**src/rtl/types_pkg.sv**
```systemverilog
// Shared types for the scenario scheduler.
// Holds the FSM state encoding, error codes and watchdog width.
package types_pkg;

    localparam int TIMEOUT_W = 32;

    typedef enum logic [2:0] {
        S_IDLE          = 3'd0,
        S_ARM           = 3'd1,
        S_START         = 3'd2,
        S_WAIT_TRIG     = 3'd3,
        S_WAIT_TRIG_END = 3'd4,
        S_CHECK         = 3'd5,
        S_DONE          = 3'd6,
        S_FAULT         = 3'd7
    } sched_state_t;

    typedef enum logic [1:0] {
        ERR_NONE         = 2'd0,
        ERR_DET_TIMEOUT  = 2'd1,
        ERR_TRIG_TIMEOUT = 2'd2,
        ERR_BAD_SEL      = 2'd3
    } sched_err_t;

endpackage

```
**src/rtl/sched_watchdog.sv**
```systemverilog
// Cycle watchdog: counts enabled cycles since the last clear and flags
// the cycle on which the count would reach the limit (limit 0 disables).
module sched_watchdog
    import types_pkg::*;
(
    input  logic                 clk_i,
    input  logic                 rst_ni,
    input  logic                 clear_i,
    input  logic                 enable_i,
    input  logic [TIMEOUT_W-1:0] limit_i,
    output logic                 expired_o
);

    logic [TIMEOUT_W-1:0] count_q, count_d;

    always_comb begin
        count_d = count_q;
        if (clear_i) begin
            count_d = '0;
        end else if (enable_i) begin
            count_d = count_q + 1'b1;
        end
    end

    always_ff @(posedge clk_i) begin
        if (!rst_ni) begin
            count_q <= '0;
        end else begin
            count_q <= count_d;
        end
    end

    // Flagging at limit-1 makes the owning FSM leave exactly limit clocks after entry.
    assign expired_o = enable_i && (limit_i != '0) && (count_q == limit_i - 1'b1);

endmodule

```
**src/rtl/scenario_scheduler.sv**
```systemverilog
// Top-level sequencer: starts the selected scenario FSM, forwards its trigger
// to the shared output line, counts frames and watches for stalls.
module scenario_scheduler
    import types_pkg::*;
#(
    parameter int NUM_SCEN = 4,
    parameter int SEL_W    = 3,
    parameter int FRAME_W  = 16
) (
    input  logic                 clock,
    input  logic                 reset_signal,
    input  logic                 cmd_run,
    input  logic                 cmd_abort,
    input  logic [SEL_W-1:0]     scen_sel,
    input  logic [FRAME_W-1:0]   frame_total,
    input  logic [TIMEOUT_W-1:0] timeout_cycles,
    input  logic                 detector_ready,
    input  logic [NUM_SCEN-1:0]  scen_trigger,
    output logic [NUM_SCEN-1:0]  scen_start,
    output logic                 trigger_out,
    output logic [FRAME_W-1:0]   frames_done,
    output logic                 busy,
    output logic                 done,
    output logic                 error,
    output logic [1:0]           err_code,
    output logic [7:0]           sched_state
);

    sched_state_t         state_q, state_d;
    sched_err_t           err_code_q, err_code_d;
    logic [SEL_W-1:0]     sel_q, sel_d;
    logic [FRAME_W-1:0]   total_q, total_d;
    logic [FRAME_W-1:0]   frames_q, frames_d;
    logic [TIMEOUT_W-1:0] limit_q, limit_d;
    logic                 error_q, error_d;
    logic                 trig_out_q, trig_out_d;

    logic [NUM_SCEN-1:0]  sel_onehot;
    logic                 trig_sel;
    logic                 busy_state;
    logic                 wd_clear, wd_enable, wd_expired;

    genvar gi;
    generate
        for (gi = 0; gi < NUM_SCEN; gi++) begin : g_sel
            assign sel_onehot[gi] = (sel_q == SEL_W'(gi));
        end
    endgenerate

    // Only the latched scenario's trigger is ever observed.
    assign trig_sel   = |(scen_trigger & sel_onehot);
    assign busy_state = (state_q != S_IDLE) && (state_q != S_FAULT);

    assign wd_enable = (state_q == S_ARM) || (state_q == S_WAIT_TRIG);
    assign wd_clear  = ((state_d == S_ARM)       && (state_q != S_ARM)) ||
                       ((state_d == S_WAIT_TRIG) && (state_q != S_WAIT_TRIG));

    sched_watchdog u_watchdog (
        .clk_i     (clock),
        .rst_ni    (reset_signal),
        .clear_i   (wd_clear),
        .enable_i  (wd_enable),
        .limit_i   (limit_q),
        .expired_o (wd_expired)
    );

    always_comb begin
        state_d    = state_q;
        sel_d      = sel_q;
        total_d    = total_q;
        limit_d    = limit_q;
        frames_d   = frames_q;
        error_d    = error_q;
        err_code_d = err_code_q;
        trig_out_d = 1'b0;

        unique case (state_q)
            S_IDLE: begin
                if (cmd_run && !cmd_abort) begin
                    sel_d      = scen_sel;
                    total_d    = frame_total;
                    limit_d    = timeout_cycles;
                    frames_d   = '0;
                    error_d    = 1'b0;
                    err_code_d = ERR_NONE;
                    if (32'(scen_sel) >= NUM_SCEN) begin
                        state_d    = S_FAULT;
                        error_d    = 1'b1;
                        err_code_d = ERR_BAD_SEL;
                    end else begin
                        state_d = S_ARM;
                    end
                end
            end
            S_ARM: begin
                if (wd_expired) begin
                    state_d    = S_FAULT;
                    error_d    = 1'b1;
                    err_code_d = ERR_DET_TIMEOUT;
                end else if (detector_ready) begin
                    state_d = S_START;
                end
            end
            S_START: state_d = S_WAIT_TRIG;
            S_WAIT_TRIG: begin
                // A trigger arriving on the expiry cycle loses to the timeout.
                if (wd_expired) begin
                    state_d    = S_FAULT;
                    error_d    = 1'b1;
                    err_code_d = ERR_TRIG_TIMEOUT;
                end else if (trig_sel) begin
                    state_d    = S_WAIT_TRIG_END;
                    trig_out_d = 1'b1;
                end
            end
            S_WAIT_TRIG_END: begin
                if (trig_sel) begin
                    trig_out_d = 1'b1;
                end else begin
                    frames_d = frames_q + 1'b1;
                    state_d  = S_CHECK;
                end
            end
            S_CHECK: begin
                if ((total_q != '0) && (frames_q == total_q)) begin
                    state_d = S_DONE;
                end else begin
                    state_d = S_ARM;
                end
            end
            S_DONE: state_d = S_IDLE;
            S_FAULT: begin
                if (cmd_abort || cmd_run) begin
                    state_d = S_IDLE;
                end
            end
            default: state_d = S_IDLE;
        endcase

        // Abort discards whatever the current state decided, keeping counters and status.
        if (cmd_abort && busy_state) begin
            state_d    = S_IDLE;
            trig_out_d = 1'b0;
            frames_d   = frames_q;
            error_d    = error_q;
            err_code_d = err_code_q;
        end
    end

    always_ff @(posedge clock) begin
        if (!reset_signal) begin
            state_q    <= S_IDLE;
            sel_q      <= '0;
            total_q    <= '0;
            limit_q    <= '0;
            frames_q   <= '0;
            error_q    <= 1'b0;
            err_code_q <= ERR_NONE;
            trig_out_q <= 1'b0;
        end else begin
            state_q    <= state_d;
            sel_q      <= sel_d;
            total_q    <= total_d;
            limit_q    <= limit_d;
            frames_q   <= frames_d;
            error_q    <= error_d;
            err_code_q <= err_code_d;
            trig_out_q <= trig_out_d;
        end
    end

    assign scen_start  = (state_q == S_START) ? sel_onehot : '0;
    assign trigger_out = trig_out_q;
    assign frames_done = frames_q;
    assign busy        = busy_state;
    assign done        = (state_q == S_DONE);
    assign error       = error_q;
    assign err_code    = err_code_q;
    assign sched_state = {5'd0, state_q};

endmodule

```
**config.mk**
```make
export PLATFORM = sky130hd
export DESIGN_NAME = scenario_scheduler
export DESIGN_NICKNAME = d
export VERILOG_FILES = /design/src/rtl/types_pkg.sv /design/src/rtl/sched_watchdog.sv /design/src/rtl/scenario_scheduler.sv
export SDC_FILE = /design/constraint.sdc
export NUM_CORES = 1
export LEC_CHECK = 0
export BUFFER_PORTS_ARGS = -buffer_cell sky130_fd_sc_hd__buf_2
export CAP_MARGIN = 10
export CELL_PAD_IN_SITES_DETAIL_PLACEMENT = 0
export CELL_PAD_IN_SITES_GLOBAL_PLACEMENT = 1
export CORE_MARGIN = 2
export CORE_UTILIZATION = 25
export CTS_CLUSTER_SIZE = 12
export DETAILED_ROUTE_END_ITERATION = 6
export PLACE_DENSITY = 0.64
export RECOVER_POWER = 100
export SYNTH_ARGS = -nofsm -noshare
export SYNTH_HDL_FRONTEND = slang
export SYNTH_SLANG_ARGS = --single-unit
```
**constraint.sdc**
```tcl
create_clock -name clock -period 3.1 [get_ports clock]
set_input_delay 0.465 -clock clock [delete_from_list [all_inputs] [get_ports clock]]
set_output_delay 0.465 -clock clock [all_outputs]
set_load 0.03 [all_outputs]
```
### Word level (Yosys, flattened, before mapping)

Cells that the tools add are included.

| word-level totals | value |
|---|---|
| register bits | 106 |
| input bits | 60 |
| output and inout bits | 34 |
| logic and storage cells | 93 |

| operators by class | value |
|---|---|
| add/sub/neg operators | 3 |
| order comparisons | 1 |
| eq/ne operators | 22 |
| muxes and demuxes | 27 |
| bitwise gates (word level) | 3 |
| reductions and logical operators | 28 |

Operator list:

| operator | number |
|---|---|
| adder 32 x 1 -> 32 bit (second input constant) | 1 |
| equality test 32 bit | 1 |
| two-way mux 16 bit | 2 |
| case mux 16 bit (2 select lines) | 1 |
| nonzero test 32 bit | 1 |
| subtractor 32 x 1 -> 32 bit (second input constant) | 1 |
| two-way mux 3 bit | 10 |
| case mux 3 bit (8 select lines) | 1 |
| adder 16 x 1 -> 16 bit (second input constant) | 1 |
| equality test 16 bit | 1 |
| nonzero test 16 bit | 1 |
| equality test 3 x 2 -> 1 bit (second input constant) | 5 |
| equality test 3 bit (second input constant) | 4 |
| equality test 3 x 1 -> 1 bit (second input constant) | 3 |
| logical AND 1 bit | 8 |
| two-way mux 2 bit | 4 |
| AND reduction 4 bit | 2 |
| logical NOT 3 bit | 2 |
| != test 2 x 1 -> 1 bit (second input constant) | 3 |
| case mux 2 bit (3 select lines) | 1 |
| nonzero test 3 bit | 2 |
| OR reduction 2 bit | 3 |
| two-way mux 1 bit | 5 |
| AND reduction 5 bit | 1 |
| other kinds (14) | 20 |

### Longest topological paths before layout

| logic depth | value |
|---|---|
| word-level depth | 11 |
| mapped depth | 12 |
| depth with buffers taken out | 10 |

### Modules after synthesis

A second synthesis with hierarchy kept.

| unflattened totals | value |
|---|---|
| cells, all modules | 749 |
| area, all modules | 5,885.6 um^2 |

Modules (own cells, without submodules):

| module | times used | cells an instance | area each (um^2) | seq. area each (um^2) |
|---|---|---|---|---|
| scenario_scheduler | 1 | 434 | 3,380.7 | 1,481.4 |
| sched_watchdog | 1 | 315 | 2,504.9 | 640.6 |

### Worst setup path before layout

Ideal clock, no wire load.

| timing path | value |
|---|---|
| kind | register -> register |
| from | register limit_q[0] |
| to | register u_watchdog.count_q[0] |
| library setup time | 69 ps |
| arrival | 3,005 ps |
| required time | 3,031 ps |
| path slack | 26 ps |
| stages on the path, launching flop included | 13 |
| path buffers | 2 |
| period minus slack after synthesis | 3,074 ps |
| cell sequence | dfxtp_1 inv_1 ha_1 nor4b_1 and4_1 buf_2 a31oi_1 a2111oi_0 nand4_1 nor4_4 a22oi_2 buf_6 a21oi_2 |

| on the way | value |
|---|---|
| cells in the longest elaborated chain, start to end | 10 |
| elaborated cells on any way between the ends | 15 |
| those cells by class | add/sub (1); eq/ne (3); mux (4); reduce/logical (7) |

RTL lines:

| item | RTL line | text |
|---|---|---|
| start, declared | scenario_scheduler.sv:34 | `logic [TIMEOUT_W-1:0] limit_q, limit_d;` |
| start signal, assigned | scenario_scheduler.sv:164 | `limit_q <= limit_d;` |
| subtractor 32 x 1 -> 32 bit or nonzero test 32 bit (tied branches) | sched_watchdog.sv:34 | `assign expired_o = enable_i && (limit_i != '0) && (count_q == limit_i - 1'b1);` |
| equality test 32 bit or logical AND 1 bit (tied branches) | sched_watchdog.sv:34 |  |
| logical AND 1 bit * | sched_watchdog.sv:34 |  |
| two-way mux 3 bit (on tied branches) | scenario_scheduler.sv:107, scenario_scheduler.sv:96 |  |
| case mux 3 bit (8 select lines) * | scenario_scheduler.sv:77 | `unique case (state_q)` |
| two-way mux 3 bit * | scenario_scheduler.sv:141 | `if (cmd_abort && busy_state) begin` |
| equality test 3 x 1 -> 1 bit or equality test 3 x 2 -> 1 bit (tied branches) | scenario_scheduler.sv:55, scenario_scheduler.sv:56 |  |
| logical AND 1 bit (on tied branches) | scenario_scheduler.sv:55, scenario_scheduler.sv:56 |  |
| logical OR 1 bit * | scenario_scheduler.sv:55 | `assign wd_clear = ((state_d == S_ARM) && (state_q != S_ARM)) \|\|` |
| OR reduction 2 bit (no source line) * | n/a |  |
| end signal, assigned | sched_watchdog.sv:29 | `count_q <= count_d;` |
| end, declared | sched_watchdog.sv:14 | `logic [TIMEOUT_W-1:0] count_q, count_d;` |

Mark *: on every way between the ends. The rest lies on a longest branch, timed or not.
A chain may end at the register's enable or synchronous reset.

### Worst setup path in the final report

| timing path | value |
|---|---|
| from | register limit_q[15] |
| to | register u_watchdog.count_q[4] |

Same word-level chain as after synthesis.

==> results list <==
- Outcome: finished clean
- TritonCTS built the clock tree.
- Slew at the pin with the worst max-slew slack: approximately 1400 ps
- After routing, the total negative slack on setup checks comes to 0 ps.
- Insertion delay to the later sink of the worst-skew pair: 370 ps
- The core region is ~25000 µm².
* Netlist area before placement: ~6500 µm²
* Sequential cell area in the final layout: about 2100 µm²
* Internal power component: approximately 2.3 mW
- Clock skew on the completed layout was measured at around 15 ps.
- Final-report setup violation count: 0
* Clock power share: 0.353
* TritonCTS buffer count: 9
- Clock root buffer: sky130_fd_sc_hd__clkbuf_16
* Largest net degree at the start of global routing: 61
* Quantity of hold-fixing buffers added after cts: 0
* Sequential fraction of design power: 0.428
- For the finished layout, the period the worst path requires is about 3000 ps.
* Initial Util: 0.256
* CP Capture Type: flip-flop
- For this run, asynchronously set or reset flops after synthesis account for 0.
* Horizontal extent of the die: 165 µm
- Number of global-route vias before repair: about 5.7k
- Switching power share of the total: 0.323
- Power spread over the standard cell area amounts to around 430 nW/µm².
- First-pass GRT wire length: just over 30000 µm
* DRC viols: 0
* Overall track demand over capacity in global routing: 0.145
* Port buffer count: 88
* Initial antenna violation count: 1
- Total routed wirelength: between 15000 and 20000 µm
* Fraction of final layout cells with drive strength greater than 1: 0.200
- Area share of the leading cell type in the synthesized netlist: 0.329
* Final non-filler cell total: between 1k and 1.5k
- Leakage power total: around 3 nW
* Number of standard cells after synthesis: slightly above 800
- Leading post-synthesis cells by cell area: sky130_fd_sc_hd__dfxtp_1 (33%), sky130_fd_sc_hd__nand2_1 (11%), sky130_fd_sc_hd__xnor2_1 (7.5%)
* Number of enable-type register cells in the synthesized netlist: 0
- Largest area contributor in the synthesized netlist: sky130_fd_sc_hd__dfxtp_1
- The area growth from synthesis to layout is 21.9%.
* Routed len/inst: roughly 16 µm
- Number of storage elements in the synthesis netlist: approximately 110
* Total area of multi-input combinational cells: around 4200 µm²
* F_max: 338 MHz
* CP top delay family: simple AND/OR/NAND/NOR gates
- The number of antenna diodes in the final layout is 0.
* Max rail drop VDD: 0.000229 V
* Ys flop type: sky130_fd_sc_hd__dfxtp_1
* Peak per-stage delay on the critical path: roughly 530 ps
* Cells after DPL: roughly 1.2k
* Total die area: 27100 µm²
- Starting DRT DRC Count: 305
- The share of total power dissipated in combinational logic is 0.219.
- Detailed routing inserted a total of slightly below 6k vias.
- Clock transition at the registers of the reported paths: 90 ps
- Final nets: 980
* Final number of max-transition violations: 0
- After floorplanning, the core was divided into 58 placement rows.
- FF-to-FF setup slack: between 100 and 150 ps
- After detailed routing, the number of vias per cell comes to approximately 4.8.
* Slowest cell on crit path: sky130_fd_sc_hd__or4_4
* Most frequent cell after synthesis: sky130_fd_sc_hd__nand2_1
- For this run, the detailed router's first-pass iteration total came to 4.
* Final hold violation count: 0
- Count of fill cells added during filler insertion: 2806
* IO Count: 94
* Reported net switching power: around 1.1 mW
- The setup path with the least slack is of type flip-flop to flip-flop.
- The congestion estimate from routability-driven global placement came to about 0.84.
- The worst path meets setup with approximately 140 ps of slack.
- Max_cap viols: 0
* Ys Warns: 0
- Post-detailed-placement half-perimeter wirelength: approximately 14000 µm
* DIE HEIGHT: 165 µm
- In this run the number of H-tree levels came out at 3.
- The commonest cells after synthesis are sky130_fd_sc_hd__nand2_1 (183), sky130_fd_sc_hd__dfxtp_1 (106), sky130_fd_sc_hd__xnor2_1 (55).
* Critical path cell sequence: or4_4 > or3_4 > or4_4 > a22oi_2 > o2111ai_2 > nor4_4 > a22oi_2 > buf_6 > clkbuf_16 > a21oi_2
- Of the available clock period, the critical path in the final layout requires 0.953.
* Post-synthesis sequential area ratio: 0.329
- Averaged over all synthesized cells, the footprint is 7.83 µm².
- In this run the remaining antenna-violating nets after routing total 0.
- Data on the critical path arrives at its endpoint at 3260 ps.
* Clk sink count: between 100 and 150
- Data on the critical path is required at its endpoint by about 3400 ps.
- In this run the worst path has a maximum fanout of 8.
- Number of buffers and inverters on the critical path: 2
* Number of distinct library cell variants in the gate-level netlist after synthesis: a little under 60
* Hold Path Class: input pin to flip-flop
- Maximum buffer depth of the clock tree: 2
- Measured against its own limit, the worst slew margin works out to 0.0429.
- The worst setup path is launched from a flip-flop.
- Congestion Overflow GR: 0
- Before CTS, the worst setup slack after placement is about 2.8 ps.
through the flow:
step | area (µm²) | hold slack (ps) | total power, mW | utilization
2_1_floorplan | 6470 | 460 | 1.94 | -
3_3_place_gp | 7400 | 479 | 2.18 | 0.293
3_5_place_dp | 7400 | 485 | 2.18 | 0.293
4_1_cts | 7720 | 323 | 3.39 | 0.306
5_1_grt | 7870 | 332 | 3.57 | 0.312
6_report | 7870 | 336 | 3.38 | 0.312
kinds of logic after synthesis:
logic type	after synthesis	share of synthesized area
AO/OA/AOI/OAI	160	0.184
XOR/XNOR	98	0.135
adder cells (fa/ha/maj)	3	0.00581
buffers and inverters	69	0.0484
flip-flops	106	0.329
multiplexers	5	0.00988
other	1	0.000581
AND/OR/NAND/NOR	383	0.288
power groups by stage:
stage                     logic, mW  registers, mW  clock network (mW)
final                         0.739           1.45                1.19
after global routing          0.823           1.45                1.29
after CTS                     0.705           1.44                1.24
after detailed placement      0.699           1.48                   0
after global placement        0.699           1.48                   0
after floorplan               0.466           1.47                   0
worst min-delay path: cells and delay by family:
| family | cells | cell delay (ps) |
|---|---|---|
| compound gates | 1 | 60 |
| buf+inv | 1 | 100 |
| simple gates | 1 | 50 |
flip-flops by register name (all words and copies together), names as in the netlist:
| name | flops |
|---|---|
| err_code | 2 |
| trigger_out | 1 |
| u_watchdog.count_q | 32 |
| sel_q | 3 |
| total_q | 16 |
| frames_done | 16 |
| state_q | 3 |
| limit_q | 32 |
| error | 1 |
layout by cell type (no fill, tap or decap), drive strengths merged, types with 4 or more instances in the layout:
| cell type | Yosys | layout |
|---|---|---|
| nor2b | 4 | 4 |
| o2111ai | 4 | 4 |
| a21oi | 49 | 49 |
| xnor2 | 55 | 55 |
| clkbuf | 44 | 41 |
| nor3 | 18 | 18 |
| xor2 | 42 | 42 |
| conb | 1 | 5 |
| buf | 14 | 103 |
| dfxtp | 106 | 106 |
| or4 | 4 | 4 |
| or3 | 7 | 7 |
| nand2 | 183 | 183 |
| and4 | 11 | 11 |
| nand3b | 4 | 4 |
| inv | 11 | 16 |
| and3 | 15 | 15 |
| and2 | 11 | 11 |
| a211oi | 7 | 7 |
| nand4 | 20 | 20 |
| nand2b | 7 | 7 |
| o21ai | 15 | 15 |
| nor4 | 22 | 22 |
| nor2 | 44 | 44 |
| o31ai | 4 | 4 |
| a21boi | 53 | 53 |
| nand3 | 22 | 22 |
timing repair:
item                                    in CTS  in global routing
gates cloned                                 0                  3
setup buffers                                1                  3
endpoints found under the setup margin      34                 39
pin swaps                                    1                  8
resized for setup                            2                 26
metal layers:
metal	vias up	part of all wire	track usage
met5	-	0	0
met4	0	0.010	0.0383
met3	14	0.057	0.0344
met2	120	0.49	0.245
met1	2785	0.45	0.185
li1	3040	-	-
path summary, 6_finish.rpt:
check | from | end | cells after the start
setup / recovery | limit_q[15] | u_watchdog.count_q[4] | 10
hold / removal | frame_total[9] | total_q[9] | 3
setup reg to reg | limit_q[15] | u_watchdog.count_q[4] | 10
hold reg to reg | error | error | 2
area by class of cell:
cell class                      count  area share
Clock buffer                        9      0.0286
Clock inverter                      7      0.0100
Inverter                           11     0.00525
Multi-Input combinational cell    654       0.528
Sequential cell                   106       0.270
Tap cell                          330      0.0525
Timing Repair Buffer              135       0.106
(Power assumes the default switching activity.)
